===== src/rtl/alu_pkg.sv =====
// Shared types and pin-map constants for the 4-bit ALU issue path.
// The operand loader and the ALU itself import these definitions.
package alu_pkg;

   localparam int DATA_W_DEF    = 4;
   localparam int OP_W_DEF      = 3;

   // Bit positions of the fields on the 8-bit ui_in pin bus
   localparam int UI_DATA_LSB   = 0;
   localparam int UI_OP_LSB     = 4;
   localparam int UI_STROBE_BIT = 7;

   typedef enum logic [2:0] {
      ADD = 3'd0,
      SUB = 3'd1,
      AND = 3'd2,
      OR  = 3'd3,
      XOR = 3'd4,
      NOT = 3'd5,
      SHL = 3'd6,
      SHR = 3'd7
   } alu_op_e;

   typedef enum logic [1:0] {
      IDLE  = 2'd0,
      GOT_A = 2'd1,
      ISSUE = 2'd2
   } loader_state_e;

endpackage


===== src/rtl/sync_edge_det.sv =====
// Synchronises an asynchronous pin and flags its rising edge for one cycle.
// The history flop always tracks the synced level, so edges seen while en=0 are dropped.
module sync_edge_det #(
   parameter int SYNC_STAGES = 2
) (
   input  logic clk,
   input  logic rst_n,
   input  logic async_in,
   input  logic en,
   output logic rise_pulse
);

   logic [SYNC_STAGES-1:0] sync_q;
   logic                   hist_q;

   always_ff @(posedge clk or negedge rst_n) begin
      if (!rst_n) begin
         sync_q <= '0;
         hist_q <= 1'b0;
      end else begin
         sync_q <= {sync_q[SYNC_STAGES-2:0], async_in};
         hist_q <= sync_q[SYNC_STAGES-1];
      end
   end

   assign rise_pulse = en & sync_q[SYNC_STAGES-1] & ~hist_q;

endmodule


===== src/rtl/alu_operand_loader.sv =====
// Captures operand A, then operand B plus opcode, from strobed pins and
// issues the complete operation to the ALU over a valid/ready handshake.
module alu_operand_loader
   import alu_pkg::*;
#(
   parameter int DATA_W      = DATA_W_DEF,
   parameter int OP_W        = OP_W_DEF,
   parameter int SYNC_STAGES = 2,
   parameter int TIMEOUT     = 255
) (
   input  logic              clk,
   input  logic              rst_n,
   input  logic              ena,
   input  logic [7:0]        ui_in,
   output logic [DATA_W-1:0] op_a,
   output logic [DATA_W-1:0] op_b,
   output logic [OP_W-1:0]   op_code,
   output logic              op_valid,
   input  logic              op_ready,
   output logic              busy,
   output logic              timeout_err,
   output logic              overrun_err
);

   localparam int              CNT_W    = $clog2(TIMEOUT + 1);
   localparam logic [CNT_W-1:0] CNT_LAST = CNT_W'(TIMEOUT - 1);

   loader_state_e     state_q, state_d;
   logic [CNT_W-1:0]  cnt_q, cnt_d;
   logic [DATA_W-1:0] a_q, a_d;
   logic [DATA_W-1:0] b_q, b_d;
   logic [OP_W-1:0]   op_q, op_d;
   logic              terr_q, terr_d;
   logic              oerr_q, oerr_d;
   logic              valid_q;
   logic              busy_q;
   logic              strobe_evt;

   sync_edge_det #(
      .SYNC_STAGES (SYNC_STAGES)
   ) u_strobe_sync (
      .clk        (clk),
      .rst_n      (rst_n),
      .async_in   (ui_in[UI_STROBE_BIT]),
      .en         (ena),
      .rise_pulse (strobe_evt)
   );

   // The handshake in ISSUE is deliberately not gated by ena so a ready ALU can drain us
   always_comb begin
      state_d = state_q;
      cnt_d   = cnt_q;
      a_d     = a_q;
      b_d     = b_q;
      op_d    = op_q;
      terr_d  = terr_q;
      oerr_d  = oerr_q;
      unique case (state_q)
         IDLE: begin
            if (strobe_evt) begin
               a_d     = ui_in[UI_DATA_LSB +: DATA_W];
               terr_d  = 1'b0;
               oerr_d  = 1'b0;
               cnt_d   = '0;
               state_d = GOT_A;
            end
         end
         GOT_A: begin
            if (ena) begin
               if (strobe_evt) begin
                  b_d     = ui_in[UI_DATA_LSB +: DATA_W];
                  op_d    = ui_in[UI_OP_LSB +: OP_W];
                  state_d = ISSUE;
               end else if (cnt_q == CNT_LAST) begin
                  terr_d  = 1'b1;
                  state_d = IDLE;
               end else if (cnt_q != '1) begin
                  cnt_d = cnt_q + 1'b1;
               end
            end
         end
         ISSUE: begin
            if (strobe_evt) begin
               oerr_d = 1'b1;
            end
            if (op_ready) begin
               state_d = IDLE;
            end
         end
         default: begin
            state_d = IDLE;
         end
      endcase
   end

   always_ff @(posedge clk or negedge rst_n) begin
      if (!rst_n) begin
         state_q <= IDLE;
         cnt_q   <= '0;
         a_q     <= '0;
         b_q     <= '0;
         op_q    <= '0;
         terr_q  <= 1'b0;
         oerr_q  <= 1'b0;
         valid_q <= 1'b0;
         busy_q  <= 1'b0;
      end else begin
         state_q <= state_d;
         cnt_q   <= cnt_d;
         a_q     <= a_d;
         b_q     <= b_d;
         op_q    <= op_d;
         terr_q  <= terr_d;
         oerr_q  <= oerr_d;
         valid_q <= (state_d == ISSUE);
         busy_q  <= (state_d != IDLE);
      end
   end

   assign op_a        = a_q;
   assign op_b        = b_q;
   assign op_code     = op_q;
   assign op_valid    = valid_q;
   assign busy        = busy_q;
   assign timeout_err = terr_q;
   assign overrun_err = oerr_q;

endmodule


===== config.mk =====
export PLATFORM = sky130hd
export DESIGN_NAME = alu_operand_loader
export DESIGN_NICKNAME = d
export VERILOG_FILES = /design/src/rtl/alu_pkg.sv /design/src/rtl/sync_edge_det.sv /design/src/rtl/alu_operand_loader.sv
export SDC_FILE = /design/constraint.sdc
export NUM_CORES = 1
export LEC_CHECK = 0
export CORE_MARGIN = 3
export CORE_UTILIZATION = 55
export DETAILED_ROUTE_END_ITERATION = 7
export DONT_BUFFER_PORTS = 1
export GPL_TIMING_DRIVEN = 0
export PLACE_DENSITY = 0.77
export SETUP_SLACK_MARGIN = 0.1
export SYNTH_ARGS = -nofsm -noshare
export SYNTH_HDL_FRONTEND = slang
export SYNTH_SLANG_ARGS = --single-unit

===== constraint.sdc =====
create_clock -name clk -period 2.4 [get_ports clk]
set_clock_uncertainty 0.2 [all_clocks]
set_input_delay 0.36 -clock clk [delete_from_list [all_inputs] [get_ports clk]]
set_output_delay 0.36 -clock clk [all_outputs]
set_load 0.01 [all_outputs]

==> impl_metrics.ini, run 1 <==
[outcome]
outcome = completed

[synthesis]
yosysUniqueCellTypes = 29
yosys-top-cells-area = dfrtp_1 56%, mux2_2 11%, a21oi_1 2.8%
yosysMostFrequentCell = dfrtp_1
synth_ff_type = dfrtp_1
synth_common_cells = 28 x dfrtp_1, 12 x mux2_2, 9 x nand2_1
ys_async_sr_fraction = 1.00
synth_top_family_by_area = simple AND/OR/NAND/NOR gates
synth_edf_count = 0
syn_area_per_cell_um2 = 12.2
synth_mux_area_frac = 0.108
yosysTopAreaCellShare = 0.559
syn_area_um2 = 1250
synth_top_cell_by_area = dfrtp_1
synth-simple-area-share = 0.157
ys_ff_latch = 28
synth_cells = 103
synth-xor-area-share = 0.0210
synth_compound_area_frac = 0.129
yosys_warnings = 0
synthAdderAreaFrac = 0.0200
ys_seq_area_frac = 0.559
syn_nets = 117

[power_and_ir_drop]
vdd_drop_max_uv = 718
switching_share = 0.322
p_per_area_nw_per_um2 = 936
power_switching_uw = 437
internal_power_uw = 921
power_leakage_nw = 0.640
p_comb_frac = 0.199
power.total_mw = 1.36
p_clk_frac = 0.229
p_seq_frac = 0.572

[sta]
drv_slew = 0
rsz0062_at_grt = no
slew_headroom = 0.694
hold_viol = 0
max_freq_mhz = 461
setup_viol = 0
tightestPinTransition_ns = 0.457
hold_slack_ns = 0.0178
period_minus_slack_ns = 2.17
finalCritPeriodShare = 0.904
setup_tns_ns = 0
finalWorstSetupSlack_ns = 0.230

[clock_tree]
clock_path_buffers = 2
htreeDepth = 1
cts.clk_slew.worst_paths_ns = 0.16
cts_tree = built
clkLatencyLatePin_ns = 0.33
clkSinkCount = 28
cts-root-buf = clkbuf_4
cts_made_buffers = 3

[placement]
gp_congestion = 0.808
dp_slack_ns = 0.229
numPortBuffers = 0
dpl.hpwl_mm = 1.52
place_area_um2 = 1290

[detailed_routing]
drc = 0
avgRoutedWirePerCell_um = 15.7
drt_iter0_markers = 7
via_count = 855
detail_route.vias_per_cell = 5.94
wirelength_mm = 2.26
ant_nets = 0
drt_first_pass_iters = 4

[die]
die_h_um = 53.7
initial_utilization = 0.607
die_area_um2 = 2890
chipWidth_um = 53.7
core-area_um2 = 2060
io_pins = 27
rows = 16

[critical_path]
cp_top_family = simple AND/OR/NAND/NOR gates
path_cells = inv_1 > ha_1 > nor2_2 > o311ai_4 > a21o_4 > or4_1 > a21oi_1
cp_slowest_cell = or4_1
max_stage_delay_ns = 0.46
cp-end-kind = flip-flop
ff2ff_setup_slack_ns = 0.23
cp.arrival_ns = 2.24
crit_buf_inv = 1
crit_required_ns = 2.47
crit_path_max_fanout = 8
path_class = reg -> reg
start_kind = flip-flop

[hold_path]
hp-class = in -> reg

[cells_and_area]
nNetsFinal = 132
antenna_cells = 0
drive_gt1_frac = 0.222
design_area_um2 = 1450
syn_to_final_growth_pct = 15.8

[global_routing]
grt_pass1_wl_mm = 3.82
antenna_found_initial = 0
overflow = 0
grt_usage = 0.185
grt_pass1_vias = 836
grt_max_degree = 29

[job]
drv_cap = 0
==> per-layer routing <==
| layer | up-vias | GRT usage | share of wire |
|---|---|---|---|
| met5 | - | 0 | 0 |
| met4 | 0 | 0.0638 | 0.0080 |
| met3 | 2 | 0.0720 | 0.066 |
| met2 | 31 | 0.304 | 0.50 |
| met1 | 421 | 0.220 | 0.42 |
| li1 | 401 | - | - |
==> tightest hold or removal path: stages <==
cell	delay [ns]
nor2_1	0.02
nand2_1	0.09
nand2_1	0.06
==> layout make-up <==
type,instances,area [um^2]
clock buffers,3,22.5
repair buffers,10,110
clock inverters,1,30.0
fillers,148,612
well taps,27,33.8
multi-input cells,73,544
flip-flops and latches,28,702
inverters,2,7.51
==> registers in the layout, summed over array words and instances, names as in the netlist, 2 cells and up <==
signal	count
op_b	4
cnt_q	8
state_q	2
op_code	3
op_a	4
u_strobe_sync.sync_q	2
==> layout by cell type, fill, tap and decap left out, drive strengths merged, types with 3 or more instances in the layout <==
master and instances:
a21oi 7, clkbuf 3, dfrtp 28, dlygate4sd3 9
mux2 12, nand2 10, nand3 4, nor2 8
o21ai 5, xnor2 3
==> metrics by stage <==
stage           util  std cells
3_5_place_dp   0.624        130
5_1_grt        0.703        144
4_1_cts        0.703        144
3_3_place_gp   0.624        130
6_report       0.703        144
2_1_floorplan      -        103
==> cell families after synthesis <==
logic type                 after synthesis
adders and majority gates                2
xor gates and xnor gates                 3
buffers and inverters                    2
and+or+nand+nor                         34
muxes                                   12
DFF                                     28
AOI/OAI and AO/OA                       22
==> path summary, 6_finish.rpt <==
kind,startpoint,endpoint,cells past startpoint
max,cnt_q[0],cnt_q[7],7
min,op_ready,state_q[1],3
max reg2reg,cnt_q[0],cnt_q[7],7
min reg2reg,u_strobe_sync.sync_q[0],u_strobe_sync.sync_q[1],0
max in group asynchronous,rst_n,cnt_q[0],2
min in group asynchronous,rst_n,timeout_err,2
==> timing repair <==
action / in CTS / in global routing
hold buffers: 10 / 0
endpoints found under the setup margin: 0 / 1
resized for setup: 0 / 1
hold endpoints to repair: 40 / 0
buffers inserted: 0 / 0
==> power by group through the flow <==
stage                     Sequential [mW]  Clock, mW  Combinational, mW
after floorplan                     0.752          0              0.215
after global placement              0.780          0              0.233
after detailed placement            0.785          0              0.244
after CTS                           0.775      0.321              0.272
after global routing                0.797      0.342              0.302
final                               0.776      0.311              0.270
No activity file was read; power rests on OpenSTA's default activity.
==> run 2, diff against run 1 <==
==> constraint.sdc (replaced) <==
create_clock -name clk -period 2.4 [get_ports clk]
set_clock_uncertainty 0.2 [all_clocks]
set_input_delay 0.48 -clock clk [delete_from_list [all_inputs] [get_ports clk]]
set_output_delay 0.48 -clock clk [all_outputs]
set_load 0.01 [all_outputs]
==> run 2 against run 1 <==
Highest routed layer unchanged. Combinational power decreased by 4%. Largest power group unchanged. Critical path type unchanged. Sequential power about the same. Via count decreased by 3.9%. Die area unchanged. Clock-buffer cell count unchanged. Largest cell class unchanged. Utilization decreased by 3.4 points. Worst hold slack improved by 0.065 ns. Sequential cell count unchanged. Power decreased by 1.0%.
==> impl_metrics.ini, run 2 (synthesized netlist as in run 1, its figures left out) <==
[sta]
drv_slew = 0
period_minus_slack_ns = 2.17
setup_viol = 0
max_freq_mhz = 460
rsz0062_at_grt = no
setup_tns_ns = 0
tightestPinTransition_ns = 0.449
hold_viol = 0
slew_headroom = 0.700
finalCritPeriodShare = 0.905

[detailed_routing]
via_count = 822
ant_nets = 0
drt_first_pass_iters = 4
avgRoutedWirePerCell_um = 15.8
detail_route.vias_per_cell = 6.00
wirelength_mm = 2.16
drt_iter0_markers = 12
drc = 0

[die]
initial_utilization = 0.607
core-area_um2 = 2060
chipWidth_um = 53.7
rows = 16
die_h_um = 53.7
io_pins = 27
die_area_um2 = 2890

[clock_tree]
cts_made_buffers = 3
htreeDepth = 1
cts_tree = built
clkSinkCount = 28
cts_setup_buffers = 0
clock_path_buffers = 2
cts-root-buf = clkbuf_4
cts.clk_slew.worst_paths_ns = 0.16
clkLatencyLatePin_ns = 0.33

[cells_and_area]
fill_cells = 155
nNetsFinal = 125
largest_register = cnt_q
design_area_um2 = 1380
syn_to_final_growth_pct = 10.2
antenna_cells = 0
final_cell_mix = 27 x dfrtp_1, 12 x mux2_2, 9 x nand2_1, 7 x a21oi_1, 6 x nor2_1
final_common_cell = dfrtp_1
largest_register_ffs = 8
drive_gt1_frac = 0.236

[power_and_ir_drop]
vdd_drop_max_uv = 706
power.total_mw = 1.34
p_per_area_nw_per_um2 = 974
power_leakage_nw = 0.611

[placement]
numPortBuffers = 0
gp_congestion = 0.808
dpl.hpwl_mm = 1.52
place_area_um2 = 1290

[job]
drv_cap = 0

[outcome]
outcome = completed

[critical_path]
crit_required_ns = 2.46
worstReg2RegEnd = cnt_q[7]
r2r_cells = 7
cp.arrival_ns = 2.24
path_class = reg -> reg
crit_path_max_fanout = 8
start_kind = flip-flop
worstReg2RegStart = cnt_q[0]
startpoint = cnt_q[0]
ff2ff_setup_slack_ns = 0.23
cp-end-kind = flip-flop

[global_routing]
overflow = 0
grt_usage = 0.176
grt_pass1_vias = 806
use_met1 = 0.217
grt_pass1_wl_mm = 3.62
use_met3 = 0.0637
grt_max_degree = 29
antenna_found_initial = 0
grt.busiest_layer = met2
met2_usage = 0.280

[hold_path]
hp-class = in -> reg
holdPathEnd = op_a[1]
worstHoldStart = ui_in[1]
holdPathStages = 1
[run 2: cell type report]
type,instances,area (um^2),share of cell area
inverter,2,7.51,0.00544
multi-input combinational,73,544,0.394
sequential,28,702,0.509
clock buffer,3,22.5,0.0163
timing repair buffer,3,40.0,0.0290
tap,27,33.8,0.0245
clock inverter,1,30.0,0.0218
[run 2: worst max-delay path by stage]
stage | endpoint | depth (start not counted)
after floorplan | cnt_q[7] | 7
after detailed placement | cnt_q[7] | 7
after global placement | cnt_q[7] | 7
final | cnt_q[7] | 7
after CTS | cnt_q[7] | 7
after global routing | cnt_q[7] | 7
[run 2: stage by stage]
stage	cells	setup slack, ns	hold WS (ns)	utilization
after floorplan	103	0.329	-0.0156	-
after global placement	130	0.237	-0.0151	0.624
after detailed placement	130	0.229	-0.0150	0.624
after CTS	137	0.186	0.0706	0.669
after global routing	137	0.137	0.0566	0.669
final	137	0.228	0.0827	0.669
[run 2: timing repair]
action                                  4_1_cts  5_1_grt
endpoints found under the setup margin        0        1
endpoints found under the hold margin        29        0
hold buffers                                  3        0
gates resized for setup                       0        1
[run 2: routing by layer]
layer / wire length [um] / vias to the layer above / part of all wire
met5: 0 / - / 0
met4: 18 / 0 / 0.0083
met3: 140 / 2 / 0.065
met2: 1030 / 26 / 0.48
met1: 964 / 407 / 0.45
li1: - / 387 / -
[run 2: critical path, stage by stage (launching register included)]
cell and delay [ns]:
dfrtp_2 0.44, inv_1 0.05, ha_1 0.25, nor2_2 0.17
o311ai_4 0.12, a21o_4 0.27, or4_1 0.46, a21oi_1 0.15
[run 2: report_power, final]
group / internal (mW) / total, mW / switching (mW)
Combinational: 0.137 / 0.258 / 0.121
Clock: 0.169 / 0.310 / 0.141
Sequential: 0.607 / 0.775 / 0.168
